File: src/rtl/hazard_ctrl.sv
// Scoreboard-based hazard controller: tracks in-flight producers past decode,
// drives the D-stage stall, forwarding selects and the mult/div busy counter.
module hazard_ctrl #(
  parameter int STAGES      = 3,
  parameter int AW          = 5,
  parameter int TW          = 4,
  parameter int MULT_CYCLES = 5,
  parameter int DIV_CYCLES  = 10
) (
  input  logic                        clk,
  input  logic                        reset_n,
  input  logic                        D_valid,
  input  logic [AW-1:0]               D_rs_addr,
  input  logic [AW-1:0]               D_rt_addr,
  input  logic [TW-1:0]               D_rs_Tuse,
  input  logic [TW-1:0]               D_rt_Tuse,
  input  logic [AW-1:0]               D_wr_addr,
  input  logic [TW-1:0]               D_Tnew,
  input  logic                        D_md_start,
  input  logic                        D_md_is_div,
  input  logic                        D_md_use,
  output logic                        stall,
  output logic [$clog2(STAGES+1)-1:0] fwd_rs_sel,
  output logic [$clog2(STAGES+1)-1:0] fwd_rt_sel,
  output logic                        md_busy
);

  localparam int SW   = $clog2(STAGES + 1);
  localparam int CMAX = (MULT_CYCLES > DIV_CYCLES) ? MULT_CYCLES : DIV_CYCLES;
  localparam int CW   = $clog2(CMAX + 1);

  logic [STAGES:1][AW-1:0] r_addr;
  logic [STAGES:1][TW-1:0] r_tnew;
  logic [CW-1:0]           r_md_cnt;

  logic [STAGES:0][TW-1:0] w_tnew_v;
  logic [SW-1:0]           w_rs_sel;
  logic [SW-1:0]           w_rt_sel;
  logic                    w_stall_rs;
  logic                    w_stall_rt;
  logic                    w_stall_md;
  logic                    w_issue;

  function automatic logic [TW-1:0] sat_dec(input logic [TW-1:0] v);
    return (v == {TW{1'b0}}) ? {TW{1'b0}} : (v - TW'(1));
  endfunction

  // Scanning oldest to youngest lets the youngest match overwrite older ones.
  function automatic logic [SW-1:0] find_youngest(input logic [AW-1:0] a,
                                                   input logic [STAGES:1][AW-1:0] addrs);
    logic [SW-1:0] sel;
    sel = {SW{1'b0}};
    for (int k = STAGES; k >= 1; k--) begin
      sel = ((a != {AW{1'b0}}) && (addrs[k] == a)) ? SW'(k) : sel;
    end
    return sel;
  endfunction

  // Slot 0 stands for the register file, whose data is always ready.
  assign w_tnew_v = {r_tnew, {TW{1'b0}}};

  // Hazard detection and forwarding select generation.
  always_comb begin
    w_rs_sel   = find_youngest(D_rs_addr, r_addr);
    w_rt_sel   = find_youngest(D_rt_addr, r_addr);
    w_stall_rs = (w_tnew_v[w_rs_sel] > D_rs_Tuse);
    w_stall_rt = (w_tnew_v[w_rt_sel] > D_rt_Tuse);
    w_stall_md = D_valid & D_md_use & md_busy;
  end

  assign stall      = D_valid & (w_stall_rs | w_stall_rt | w_stall_md);
  assign w_issue    = D_valid & ~stall;
  assign fwd_rs_sel = w_rs_sel;
  assign fwd_rt_sel = w_rt_sel;
  assign md_busy    = (r_md_cnt != {CW{1'b0}});

  // Scoreboard shift: a bubble enters E whenever D does not issue.
  always_ff @(posedge clk or negedge reset_n) begin
    if (!reset_n) begin
      r_addr <= '0;
      r_tnew <= '0;
    end else begin
      r_addr[1] <= w_issue ? D_wr_addr : {AW{1'b0}};
      r_tnew[1] <= w_issue ? sat_dec(D_Tnew) : {TW{1'b0}};
      for (int k = 2; k <= STAGES; k++) begin
        r_addr[k] <= r_addr[k-1];
        r_tnew[k] <= sat_dec(r_tnew[k-1]);
      end
    end
  end

  // Multiply/divide busy counter; a stalled start never reloads it.
  always_ff @(posedge clk or negedge reset_n) begin
    if (!reset_n) begin
      r_md_cnt <= {CW{1'b0}};
    end else if (w_issue && D_md_start) begin
      r_md_cnt <= D_md_is_div ? CW'(DIV_CYCLES) : CW'(MULT_CYCLES);
    end else if (r_md_cnt != {CW{1'b0}}) begin
      r_md_cnt <= r_md_cnt - CW'(1);
    end else begin
      r_md_cnt <= r_md_cnt;
    end
  end

endmodule

File: config.mk
export PLATFORM = sky130hd
export DESIGN_NAME = hazard_ctrl
export DESIGN_NICKNAME = d
export VERILOG_FILES = /design/src/rtl/hazard_ctrl.sv
export SDC_FILE = /design/constraint.sdc
export NUM_CORES = 1
export LEC_CHECK = 0
export CAP_MARGIN = 15
export CORE_MARGIN = 2
export CORE_UTILIZATION = 30
export DETAILED_ROUTE_END_ITERATION = 16
export PLACE_DENSITY = 0.58
export SYNTH_ARGS = -nofsm -noshare
export SYNTH_HDL_FRONTEND = slang
export SYNTH_SLANG_ARGS = --single-unit
File: constraint.sdc
create_clock -name clk -period 6.7 [get_ports clk]
set_clock_uncertainty 0.15 [all_clocks]
set_input_delay 1.34 -clock clk [delete_from_list [all_inputs] [get_ports clk]]
set_output_delay 1.34 -clock clk [all_outputs]
set_load 0.1 [all_outputs]
==> flow_summary.ini, run 1 <==
[run_status]
status = finished, final reports clean

[global_route]
grt_pass1_vias = 1523
grt_max_degree = 32
overflow = 0
grt.total_usage = 0.124
grt_pass1_wl_um = 7190
antenna_found_initial = 0

[synth]
avgSynthCellArea_um2 = 9.53
synth-main-ff-cell = dfrtp_1
synth-edff-count = 0
synthTopCellsByCount = dfrtp_1, nor2_1, xnor2_1
ys_seq_elements = 31
synth.distinct_cells = 42
syn_area_um2 = 2020
postSynthCellCount = 212
synth_warnings = 0
yosysMostFrequentCell = dfrtp_1
synth_top_area_frac = 0.384
syn_nets = 256
synth.yosys.seq_area_share = 0.384
synth.largest_area_cell = dfrtp_1
yosys-top-cells-area = dfrtp_1, xnor2_1, ha_1
ys_async_sr_fraction = 1.00

[clock_tree]
clkLatencyLatePin_ns = 0.27
cts_tree = built
cts_sinks = 31
cts_buffers = 5
clk_pin_slew_ns = 0.07
post_cts_resized = 0
cts_root_buf = clkbuf_8
postCtsSetupBuffers = 0
cts_buffer_depth = 2
htreeDepth = 2
hold_buffers = 0

[setup_path]
critPathMaxFanout = 10
worstReg2RegStart = r_addr[10]$_DFF_PN0_
cp_num_buf_inv = 2
cpLargestDelayFamily = simple AND/OR/NAND/NOR gates
path_class = in -> out
cp_slowest_cell = or4_1
crit_start = D_rs_addr[1]
slowest_delay_ns = 0.60
cp_data_arrival_time_ns = 4.42
cp-start-kind = input pin
end_kind = primary output
cp.required_ns = 5.21
cp_cell_sequence = clkdlybuf4s50_1 > or4_1 > or2_1 > nand4_4 > nor2_1 > a31oi_1 > ha_1 > and4_1 > a21oi_1 > o21a_1 > buf_12

[route]
wl_per_cell_um = 12.7
antenna_left = 0
wirelength_um = 4230
vias_per_cell = 4.79
drtIter0Drc = 56
dr.pass1.iters = 4
vias = 1600
drc = 0

[placed_design]
gp_congestion = 0.885
dp_worst_setup_slack_ns = 0.766
dp_hpwl_um = 3370
numPortBuffers = 38
dpl.cell_count = 326
post_dp_cell_area_um2 = 2480

[pwr]
finalPower_w = 0.000618
leakagePower_nw = 1.13
ir_worst_vdd_uv = 80.5
p_per_area_nw_per_um2 = 239

[sta]
period_minus_slack_ns = 5.91
fin_setup_tns_ns = 0
setup_viol = 0
period_share = 0.883
max_freq_mhz = 169
final_hold_viol_count = 0
rsz0062_at_grt = false
setup_ws_ns = 0.787
maxSlewViolCount = 0
worst-slew-pin-transition_ns = 0.959
relSlewSlack = 0.359

[finish]
layout.nets = 300
num-fill-cells = 629
stdcell_count = 334
drive_above_1_share = 0.0895
antenna_cells = 0
design_area_um2 = 2580
syn_to_final_growth_pct = 27.8

[worst_hold_path]
min_from = r_addr[8]$_DFF_PN0_
min_path_type = reg -> reg

[floorplan]
fp-row-count = 29
initial_utilization = 0.314
core_area_um2 = 6420
num_io_pins = 39
dieArea_um2 = 7400
fp.dieW_um = 86.0
die_h_um = 86.0

[run]
drv_cap = 0
-- layer usage --
| metal | vias to the layer above | global-route usage | routed length [um] | share of wire |
|---|---|---|---|---|
| met3 | 4 | 0.0289 | 226 | 0.053 |
| met1 | 728 | 0.166 | 1960 | 0.46 |
| met5 | - | 0 | 0 | 0 |
| met2 | 38 | 0.190 | 1970 | 0.47 |
| li1 | 830 | - | - | - |
| met4 | 0 | 0.0534 | 69 | 0.016 |
-- stage by stage --
| step | hold slack (ns) | util |
|---|---|---|
| 2_1_floorplan | 0.259 | - |
| 3_3_place_gp | 0.272 | 0.386 |
| 3_5_place_dp | 0.271 | 0.386 |
| 4_1_cts | 0.282 | 0.402 |
| 5_1_grt | 0.300 | 0.402 |
| 6_report | 0.275 | 0.402 |
-- final timing paths --
check                           slack, ns              endpoint  cells past startpoint
max in group asynchronous            4.82   r_tnew[5]$_DFF_PN0_                      2
min in group asynchronous            1.30   r_addr[6]$_DFF_PN0_                      2
worst max-delay path                 0.79                 stall                     11
worst min register to register       0.28  r_addr[13]$_DFF_PN0_                      0
worst max register to register       3.20   r_tnew[1]$_DFF_PN0_                     11
worst min-delay path                 0.28  r_addr[13]$_DFF_PN0_                      0
-- worst register-to-register path, stage by stage, from the launching register on --
cell and delay [ns]:
dfrtp_1 0.40, xnor2_1 0.18, nand3_1 0.10, nor3_1 0.57, nand4_1 0.19, a31oi_1 0.21
ha_1 0.28, nor2b_1 0.14, o31ai_1 0.27, o21ai_2 0.15, nor3b_2 0.54, and3b_1 0.25
-- final cells by class --
type / count / area, um^2 / area share
Multi-Input combinational cell: 168 / 1180 / 0.457
Clock buffer: 8 / 100 / 0.0388
Timing Repair Buffer: 39 / 388 / 0.150
Tap cell: 77 / 96.3 / 0.0373
Sequential cell: 31 / 776 / 0.301
Inverter: 11 / 41.3 / 0.0160
-- state kept, by name (all words and copies together), names as in the netlist --
register and flops:
r_md_cnt 4, r_tnew 12, r_addr 15
-- placed cells by master, fill, tap and decap left out, drive strengths merged, types with 3 or more instances in the layout --
cell,count
clkdlybuf4s50,33
ha,11
inv,11
nor2,20
dfrtp,31
xnor2,19
and2,5
nor3,11
nand4,13
or2,4
o21ai,8
nand3,3
nor2b,3
and3,3
a31oi,6
nand3b,3
nand2,17
nand2b,3
clkbuf,8
buf,6
a21oi,4
xor2,13
-- kinds of logic after synthesis --
logic type,after synthesis,share of synthesized area
and+or+nand+nor,93,0.266
AOI/OAI and AO/OA,28,0.0905
muxes,4,0.0211
DFF,31,0.384
adders and majority gates,11,0.0682
buffers and inverters,13,0.0316
xor gates and xnor gates,32,0.139
-- where the power goes --
part / switching, W / leakage (nW) / internal [W]
Combinational: 0.000114 / 0.676 / 0.0000930
Clock: 0.0000645 / 0.0515 / 0.0000936
Sequential: 0.0000329 / 0.407 / 0.000219
Total: 0.000212 / 1.13 / 0.000406
Power figures use the tool's default switching activity.
==> run 2, diff against run 1 <==
--- a/config.mk
+++ b/config.mk
@@ -5,11 +5,12 @@
 export SDC_FILE = /design/constraint.sdc
 export NUM_CORES = 1
 export LEC_CHECK = 0
-export CAP_MARGIN = 15
+export CAP_MARGIN = 20
 export CORE_MARGIN = 2
 export CORE_UTILIZATION = 30
 export DETAILED_ROUTE_END_ITERATION = 16
 export PLACE_DENSITY = 0.58
+export SKIP_LAST_GASP = 1
 export SYNTH_ARGS = -nofsm -noshare
 export SYNTH_HDL_FRONTEND = slang
 export SYNTH_SLANG_ARGS = --single-unit
==> results of run 2 <==
The final DEF is identical to that of run 1; final timing and power are the same.
